## config.mk

```make
export PLATFORM = sky130hd
export DESIGN_NAME = control_sequencer
export DESIGN_NICKNAME = d
export VERILOG_FILES = /design/src/rtl/control_sequencer.sv
export SDC_FILE = /design/constraint.sdc
export NUM_CORES = 1
export LEC_CHECK = 0
export ABC_AREA = 1
export CAP_MARGIN = 20
export CORE_MARGIN = 2
export CORE_UTILIZATION = 30
export CTS_BUF_LIST = sky130_fd_sc_hd__clkbuf_8
export CTS_CLUSTER_DIAMETER = 30
export DETAILED_ROUTE_END_ITERATION = 6
export GPL_TIMING_DRIVEN = 0
export PLACE_DENSITY = 0.86
export SETUP_SLACK_MARGIN = 0.2
export SYNTH_ARGS = -nofsm -noshare
export SYNTH_HDL_FRONTEND = slang
export SYNTH_SLANG_ARGS = --single-unit
```

## constraint.sdc

```tcl
create_clock -name clk -period 2.7 [get_ports clk]
set_input_delay 0.54 -clock clk [delete_from_list [all_inputs] [get_ports clk]]
set_output_delay 0.54 -clock clk [all_outputs]
set_load 0.02 [all_outputs]
```

## src/rtl/control_sequencer.sv

```systemverilog
// Hardwired fetch/decode/execute control sequencer for the ARM-subset datapath.
// Optional MOC wait timeout is built when MOC_TIMEOUT_EN is defined.
module control_sequencer #(
  parameter int unsigned TIMEOUT_CYCLES = 16
) (
  input  logic        clk,
  input  logic        reset,
  input  logic [31:0] ir,
  input  logic        cond,
  input  logic        moc,
  output logic [3:0]  state,
  output logic [1:0]  ma,
  output logic [1:0]  mb,
  output logic [2:0]  mc,
  output logic        md,
  output logic [4:0]  op,
  output logic        me,
  output logic        mg,
  output logic        rf_ld,
  output logic        ir_ld,
  output logic        mar_ld,
  output logic        mdr_ld,
  output logic        fr_ld,
  output logic        mov,
  output logic        rw,
  output logic        abort
);

  typedef enum logic [3:0] {
    StReset  = 4'd0,
    StFetch1 = 4'd1,
    StFetch2 = 4'd2,
    StFetch3 = 4'd3,
    StDecode = 4'd4,
    StDp     = 4'd5,
    StLsAddr = 4'd6,
    StLoad1  = 4'd7,
    StLoad2  = 4'd8,
    StStore1 = 4'd9,
    StStore2 = 4'd10,
    StBranch = 4'd11,
    StLink   = 4'd12
  } state_e;

  state_e state_q, state_d;
  logic   waiting;
  logic   timeout;

  assign waiting = (state_q == StFetch3) || (state_q == StLoad1) || (state_q == StStore2);
  assign state   = state_q;

`ifdef MOC_TIMEOUT_EN
  localparam logic [4:0] TimeoutVal = 5'(TIMEOUT_CYCLES);
  logic [4:0] cnt_q, cnt_d;

  // Counts consecutive moc=0 cycles spent in the current wait state.
  assign timeout = waiting && !moc && (cnt_q >= TimeoutVal);
  assign cnt_d   = (waiting && (state_d == state_q)) ? cnt_q + 5'd1 : 5'd0;

  always_ff @(posedge clk) begin
    if (reset) cnt_q <= 5'd0;
    else       cnt_q <= cnt_d;
  end
`else
  logic unused_param;
  assign timeout      = 1'b0;
  assign unused_param = (TIMEOUT_CYCLES != 0);
`endif

  logic unused_ir;
  assign unused_ir = ^{ir[31:28], ir[19:0]};
  assign abort     = timeout;

  always_ff @(posedge clk) begin
    if (reset) state_q <= StReset;
    else       state_q <= state_d;
  end

  always_comb begin
    state_d = StReset;
    ma      = 2'd0;
    mb      = 2'd0;
    mc      = 3'd0;
    md      = 1'b0;
    op      = 5'd0;
    me      = 1'b0;
    mg      = 1'b0;
    rf_ld   = 1'b0;
    ir_ld   = 1'b0;
    mar_ld  = 1'b0;
    mdr_ld  = 1'b0;
    fr_ld   = 1'b0;
    mov     = 1'b0;
    rw      = 1'b0;
    unique case (state_q)
      StReset: state_d = StFetch1;
      StFetch1: begin
        ma = 2'd2; md = 1'b1; op = 5'd16; mar_ld = 1'b1;
        state_d = StFetch2;
      end
      StFetch2: begin
        ma = 2'd2; mb = 2'd2; md = 1'b1; op = 5'd4; mc = 3'd3;
        rf_ld = 1'b1; mov = 1'b1; rw = 1'b1;
        state_d = StFetch3;
      end
      StFetch3: begin
        mov = 1'b1; rw = 1'b1; me = 1'b1; mdr_ld = 1'b1;
        ir_ld = moc;
        state_d = moc ? StDecode : (timeout ? StFetch1 : StFetch3);
      end
      StDecode: begin
        if (!cond)                   state_d = StFetch1;
        else if (ir[27:26] == 2'b00) state_d = StDp;
        else if (ir[27:26] == 2'b01) state_d = StLsAddr;
        else if (ir[27:25] == 3'b101) state_d = ir[24] ? StLink : StBranch;
        else                         state_d = StFetch1;
      end
      StDp: begin
        mb    = {1'b0, ir[25]};
        fr_ld = ir[20];
        // Compare/test opcodes only update flags.
        rf_ld = (ir[24:23] != 2'b10);
        state_d = StFetch1;
      end
      StLsAddr: begin
        mb = 2'd1; md = 1'b1; op = ir[23] ? 5'd4 : 5'd2; mar_ld = 1'b1;
        state_d = ir[20] ? StLoad1 : StStore1;
      end
      StLoad1: begin
        mov = 1'b1; rw = 1'b1; me = 1'b1; mdr_ld = 1'b1;
        state_d = moc ? StLoad2 : (timeout ? StFetch1 : StLoad1);
      end
      StLoad2: begin
        mg = 1'b1; rf_ld = 1'b1;
        state_d = StFetch1;
      end
      StStore1: begin
        md = 1'b1; op = 5'd13; mdr_ld = 1'b1;
        state_d = StStore2;
      end
      StStore2: begin
        mov = 1'b1;
        state_d = (moc || timeout) ? StFetch1 : StStore2;
      end
      StBranch: begin
        ma = 2'd2; mb = 2'd1; md = 1'b1; op = 5'd4; mc = 3'd3; rf_ld = 1'b1;
        state_d = StFetch1;
      end
      StLink: begin
        ma = 2'd2; md = 1'b1; op = 5'd16; mc = 3'd2; rf_ld = 1'b1;
        state_d = StBranch;
      end
      default: state_d = StReset;
    endcase
  end

endmodule
```

==> results.toml, run 1 <==
[finish]
final_cell_mix = "clkdlybuf4s50_1 (31), nand2_1 (28), inv_1 (20)"
postLayoutCellArea_sq_um = 985
fillers = 193
final_cells = 170
drive_above_1_share_pct = 15.2
largest_register_ff_count = 4
syn_to_final_growth_pct = 72.6
insertedDiodeCount = 0
final_common_cell = "clkdlybuf4s50_1"
final_nets = 183

[placed_design]
place_ws_ns = 0.183
dp_hpwl_mm = 1.41
port_buffers = 33
placedCellCount = 167
place.gp.congestion = 0.952
dpl_cell_area_sq_um = 940

[worst_setup_path]
critical_path_arrival_ns = 1.90
crit_type = "reg2out"
critical_path_required_ns = 2.16
cp-start-kind = "flop"
cp_max_fo = 5
end_kind = "output port"

[synth]
synth-seq-area-share_pct = 14.0
synth_warnings = 0
syn_area_per_cell_sq_um = 5.33
synthesis.area_sq_um = 571
synth-seq-cells = 4
syn_inst = 107
synth.distinct_cells = 17

[floorplanning]
die_h_um = 47.6
start_util_pct = 32.3
chipWidth_um = 47.6
die_area_sq_um = 2270
io_pins = 63
coreArea_sq_um = 1760
row_count = 15

[detailed_routing]
drt_iter0_drc = 5
drc = 0
routed_wl_mm = 1.63
ant_nets = 0
vias = 735
drt_pre_antenna_iters = 4
wl_per_cell_um = 9.61
avgViaCountPerCell = 4.32

[power]
max-vdd-ir-drop_v = 0.000316
powerDensity_nw_per_um2 = 610
finalPower_mw = 0.601
p_leak_nw = 0.547

[grt]
grt_pass1_wl_mm = 2.27
track_usage_pct = 13.6
antenna_found_initial = 0
grt_max_degree = 8
overflow = 0
grt_pass1_vias = 584

[clock_tree]
cts_tree = "yes"
cts-htree-levels = 1
clockBufferDepth = 2
clock_sinks = 4
clockRootBuffer = "clkbuf_8"
path_clk_slew_ns = 0.03
postCtsHoldBufs = 0
clk_latency_ns = 0.21
cts_setup_buffers = 0
cts_buffers = 3

[worst_hold_path]
worst_hold_path_type = "reg2reg"

[timing]
tns_ns = 0
finalHoldViolCount = 0
worst_slack_ns = 0.262
slew_violations = 0
rsz0062_at_grt = "true"
fmax_mhz = 410
fin_crit_sh_pct = 90.3
period_minus_slack_ns = 2.44
setup_viol = 0
fin_worst_skew_ns = 0.000836

[run]
maxCapViolations = 0

[outcome]
status = "complete, no violations"
-- report_power, final --
group	internal (mW)	switching [mW]	total [mW]
clock	0.0946	0.0261	0.121
combinational	0.175	0.220	0.395
sequential	0.0695	0.0151	0.0846
-- cell usage after synthesis --
library cell / instances / share of area, %
conb_1: 1 / 0.66
nand4_1: 3 / 3.3
o211ai_1: 2 / 2.6
o21ai_1: 1 / 0.88
nor2_2: 1 / 1.1
buf_4: 4 / 5.3
inv_1: 20 / 13
inv_2: 2 / 1.3
nor3b_1: 1 / 1.3
nor3_1: 1 / 0.88
nand2_2: 6 / 6.6
a21oi_1: 2 / 1.8
nor2_4: 5 / 9.9
nand3_1: 8 / 7.0
nand2_1: 28 / 18
dfxtp_1: 4 / 14
nor2_1: 18 / 12
-- per-stage QoR --
stage          hold slack [ns]  utilization [%]
2_1_floorplan            0.609                -
3_3_place_gp             0.808             53.3
3_5_place_dp             0.826             53.3
4_1_cts                  0.830             55.5
5_1_grt                  0.872             55.8
6_report                 0.806             55.8
-- kinds of logic after synthesis --
logic type	Yosys count	share of synthesized area (%)
buffers and inverters	26	19.7
and+or+nand+nor	71	60.3
DFF	4	14.0
AOI/OAI and AO/OA	5	5.26
other	1	0.657
-- what timing repair did --
item,CTS,global route
pin swaps,0,0
gates resized for setup,1,2
setup endpoints to repair,1,5
-- final timing paths --
check                              start  endpoint  slack, ns  cells after the start
worst max-delay path            state[0]     rf_ld       0.26                      5
worst min-delay path            state[1]  state[2]       0.81                      5
worst max register to register  state[3]  state[0]       1.39                      7
worst min register to register  state[1]  state[2]       0.81                      5
-- layout make-up --
class,instances,area [sq um],area share [%]
inverters,22,82.6,8.39
repair buffers,33,332,33.7
clock buffers,3,41.3,4.19
well taps,25,31.3,3.18
multi-input cells,79,388,39.4
flip-flops and latches,4,80.1,8.13
plain buffers,4,30.0,3.05
-- worst max-delay path: stages (launching register included) --
cell	delay (ns)
dfxtp_1	0.42
inv_1	0.07
nor2_1	0.21
nand2_1	0.16
o211ai_1	0.19
clkdlybuf4s50_1	0.63
-- routing by layer --
layer  routed length, um  part of all wire [%]  vias to the layer above  GRT usage, %
li1                    -                     -                      393             -
met1                 677                    41                      312          14.8
met2                 829                    51                       30          27.3
met3                 126                   7.7                        0          2.26
met4                   0                     0                        0          2.70
met5                   0                     0                        -             0
Note: power is estimated with default switching activity, not from simulation.
==> run 2, diff against run 1 <==
--- a/config.mk
+++ b/config.mk
@@ -7,14 +7,15 @@
 export LEC_CHECK = 0
 export ABC_AREA = 1
 export CAP_MARGIN = 20
-export CORE_MARGIN = 2
-export CORE_UTILIZATION = 30
+export CORE_AREA = 2 2 39 41
 export CTS_BUF_LIST = sky130_fd_sc_hd__clkbuf_8
 export CTS_CLUSTER_DIAMETER = 30
 export DETAILED_ROUTE_END_ITERATION = 6
+export DIE_AREA = 0 0 41 43
+export DONT_BUFFER_PORTS = 1
 export GPL_TIMING_DRIVEN = 0
-export PLACE_DENSITY = 0.86
 export SETUP_SLACK_MARGIN = 0.2
 export SYNTH_ARGS = -nofsm -noshare
 export SYNTH_HDL_FRONTEND = slang
 export SYNTH_SLANG_ARGS = --single-unit
+export TNS_END_PERCENT = 50
==> run 2 against run 1 <==
  * Sequential power is 15% higher
  * Final area is 35% lower
  * Final cell count is 25% lower
  * Critical path depth is 1 lower
  * Largest cell class unchanged
  * Utilization is 9.6 points lower
  * Maximum frequency is 8.3% higher
  * Sequential share of layout area is 4.4 points higher
  * Combinational power is 42% lower
==> results.toml, run 2 (synthesis results as in run 1) <==
[placed_design]
placedCellCount = 125
dp_hpwl_mm = 1.20
port_buffers = 0
place.gp.congestion = 0.769
place_ws_ns = 0.660
dpl_cell_area_sq_um = 598

[clock_tree]
cts_tree = "yes"
cts.repair.resized = 0
clockBufferDepth = 2
clock_sinks = 4
cts_buffers = 3
path_clk_slew_ns = 0.03
cts_setup_buffers = 0
postCtsHoldBufs = 0
clk_latency_ns = 0.22
clockRootBuffer = "clkbuf_8"
cts-htree-levels = 1

[worst_hold_path]
hold-path-cell-count = 1
worst_hold_path_type = "in2reg"

[timing]
period_minus_slack_ns = 2.25
worst_slack_ns = 0.449
fin_worst_skew_ns = 0.00539
worstMarginPinSlew_ns = 0.530
slew_violations = 0
slew_headroom_pct = 64.5
hold_ws_ns = 0.395
tns_ns = 0
fin_crit_sh_pct = 83.4
fmax_mhz = 444
rsz0062_at_grt = "false"
setup_viol = 0
finalHoldViolCount = 0

[detailed_routing]
drc = 0
vias = 615
ant_nets = 0
avgViaCountPerCell = 4.80
routed_wl_mm = 1.36
drt_pre_antenna_iters = 2
drt_iter0_drc = 2
wl_per_cell_um = 10.6

[grt]
grt_pass1_vias = 527
overflow = 0
track_usage_pct = 16.6
grt_pass1_wl_mm = 2.02
grt_max_degree = 8
antenna_found_initial = 0

[finish]
fillers = 169
final_cell_mix = "nand2_1 (28), inv_1 (20), nor2_1 (18)"
seq_area_sq_um = 80.1
drive_above_1_share_pct = 18.8
final_util_pct = 46.2
final_common_cell = "nand2_1"
insertedDiodeCount = 0
multi_input_area_sq_um = 385
largest_register_ff_count = 4
postLayoutCellArea_sq_um = 639
final_cells = 128
syn_to_final_growth_pct = 12.1
final_nets = 150

[floorplanning]
io_pins = 63
start_util_pct = 41.2
chipWidth_um = 41
row_count = 14
die_area_sq_um = 1760
die_h_um = 43
coreArea_sq_um = 1380

[worst_setup_path]
end_kind = "output port"
critical_path_required_ns = 2.16
cp-start-kind = "flop"
critical_path_arrival_ns = 1.71
crit_type = "reg2out"
reg2reg_depth = 8
cp_max_fo = 5

[outcome]
status = "complete, no violations"

[run]
maxCapViolations = 0

[power]
max-vdd-ir-drop_v = 0.000451
finalPower_mw = 0.451
p_leak_nw = 0.404
powerDensity_nw_per_um2 = 705
[run 2: cell type report]
class                   instances  area share [%]
plain buffers                   4            4.70
clock buffers                   3            6.46
inverters                      22            12.9
multi-input cells              79            60.3
flip-flops and latches          4            12.5
well taps                      16            3.13
[run 2: per-layer routing]
layer	track usage [%]	part of all wire, %	up-vias
met1	18.6	40	267
met2	28.1	51	22
met5	0	0	-
met4	2.00	0	0
li1	-	-	326
met3	7.85	9.0	0
[run 2: path summary, 6_finish.rpt]
| path | startpoint | endpoint | slack (ns) |
|---|---|---|---|
| max | state[0] | mov | 0.45 |
| min | reset | state[2] | 0.39 |
| max reg2reg | state[0] | state[0] | 1.07 |
| min reg2reg | state[2] | state[0] | 0.93 |
[run 2: power breakdown]
group,leakage (nW),total [mW],internal (mW),switching [mW]
Sequential,0.0328,0.0969,0.0694,0.0275
Combinational,0.350,0.230,0.0505,0.180
Clock,0.0216,0.123,0.0948,0.0285
Total,0.404,0.451,0.215,0.236
[run 2: critical path, cell delays in order (launching register included)]
cell and delay (ns):
dfxtp_1 0.53, nand2_1 0.15, nor2_1 0.44, inv_1 0.15, nand3_1 0.22
==> run 3, diff against run 2 <==
==> constraint.sdc (replaced) <==
create_clock -name clk -period 2.11 [get_ports clk]
set_input_delay 0.422 -clock clk [delete_from_list [all_inputs] [get_ports clk]]
set_output_delay 0.422 -clock clk [all_outputs]
set_load 0.02 [all_outputs]
==> run 3 against run 2 <==
  * Die area is the same
  * Power grew 34%
  * Non-clock buffer count grew 2
  * Global-route usage grew 0.58 points
  * Register-to-register slack lost 0.37 ns
  * Clock power grew 31%
  * Critical path depth is the same
  * Final area grew 6.7%
  * Setup slack lost 0.17 ns
  * Highest routed layer unchanged
==> results.toml, run 3 (synthesis results as in run 1) <==
[outcome]
status = "complete, no violations"

[grt]
grt_max_degree = 8
grt_pass1_wl_mm = 2.08
track_usage_pct = 17.2
antenna_found_initial = 0
overflow = 0
grt_pass1_vias = 535

[worst_setup_path]
critPathMaxStageDelay_ns = 0.44
critical_path_required_ns = 1.69
end_kind = "output port"
critical_path_arrival_ns = 1.40
cp-start-kind = "flop"
slowest_stage = "o211ai_1"
cp_max_fo = 5
r2r_setup_slack_ns = 0.70
crit_type = "reg2out"
path_cells = "inv_1 -> nor2_2 -> nand2_1 -> o211ai_1"

[detailed_routing]
vias = 630
drt_pre_antenna_iters = 2
routed_wl_mm = 1.43
drc = 0
avgViaCountPerCell = 4.85
drt_iter0_drc = 7
ant_nets = 0
wl_per_cell_um = 11.0

[power]
p_leak_nw = 0.416
powerDensity_nw_per_um2 = 887
max-vdd-ir-drop_v = 0.000509
finalPower_mw = 0.605

[timing]
slew_violations = 0
fin_crit_sh_pct = 86.5
hold_ws_ns = 0.272
period_minus_slack_ns = 1.83
rsz0062_at_grt = "false"
setup_viol = 0
finalHoldViolCount = 0
fin_worst_skew_ns = 0.00967
fmax_mhz = 548
tns_ns = 0

[floorplanning]
chipWidth_um = 41
row_count = 14
io_pins = 63
die_area_sq_um = 1760
die_h_um = 43
start_util_pct = 41.2
coreArea_sq_um = 1380

[clock_tree]
path_clk_slew_ns = 0.04
clockRootBuffer = "clkbuf_8"
cts-htree-levels = 1
clockBufferDepth = 2
clock_sinks = 4
cts_buffers = 3
cts_tree = "yes"
clk_latency_ns = 0.22

[placed_design]
place.gp.congestion = 0.769
dp_hpwl_mm = 1.20
port_buffers = 0

[finish]
insertedDiodeCount = 0
largest_register_ff_count = 4
final_common_cell = "nand2_1"
fillers = 166
final_nets = 152
drive_above_1_share_pct = 26.3
final_cell_mix = "nand2_1 (28), inv_1 (20), nor2_1 (15)"
syn_to_final_growth_pct = 19.5

[run]
maxCapViolations = 0

[worst_hold_path]
worst_hold_path_type = "in2reg"
## run 3: cell types whose count changed in the layout (fill, tap and decap cells not counted)
cell	before	now
dfxtp_1	4	0
dfxtp_4	0	4
nor2_1	18	15
nor2_2	1	4
buf_4	4	6
nand2_2	6	5
nand2_4	0	1
## run 3: worst paths after layout
check,start,end,cells after the start
max,state[0],mb[0],4
min,reset,state[2],1
max reg2reg,state[3],state[2],5
min reg2reg,state[1],state[2],5
## run 3: power by group
group	leakage, nW	switching [mW]	internal (mW)
Combinational	0.359	0.235	0.0766
Clock	0.0216	0.0390	0.122
Sequential	0.0355	0.0393	0.0938
Total	0.416	0.313	0.292
## run 3: worst max-delay path, delay by kind of cell (launching register included)
kind,cells,cell delay [ns]
AOI/OAI and AO/OA,1,0.44
DFF,1,0.41
and+or+nand+nor,2,0.27
buffers and inverters,1,0.06
## run 3: cell type report
class / instances / area (sq um) / area share, %
Timing Repair Buffer: 2 / 15.0 / 2.20
Buffer: 4 / 30.0 / 4.40
Tap cell: 16 / 20.0 / 2.94
Clock buffer: 3 / 41.3 / 6.06
Inverter: 22 / 82.6 / 12.1
Sequential cell: 4 / 95.1 / 13.9
Multi-Input combinational cell: 79 / 398 / 58.3
## run 3: timing repair
item,CTS,global route
endpoints found under the setup margin,11,5
hold buffers,0,0
pin swaps,2,4
resized for setup,8,4
endpoints found under the hold margin,0,0
buffers inserted,0,2
## run 3: routing by layer
metal	global-route usage [%]	wire length (um)
met1	18.5	574
met2	30.0	750
met3	7.85	100
met4	2.00	0
met5	0	0
## run 3: through the flow
| stage | worst slack [ns] | cell area, sq um | std cells | util (%) |
|---|---|---|---|---|
| 2_1_floorplan | 0.358 | 578 | 109 | - |
| 3_3_place_gp | 0.211 | 598 | 125 | 43.2 |
| 3_5_place_dp | 0.188 | 598 | 125 | 43.2 |
| 4_1_cts | 0.213 | 654 | 128 | 47.3 |
| 5_1_grt | 0.199 | 682 | 130 | 49.3 |
| 6_report | 0.284 | 682 | 130 | 49.3 |
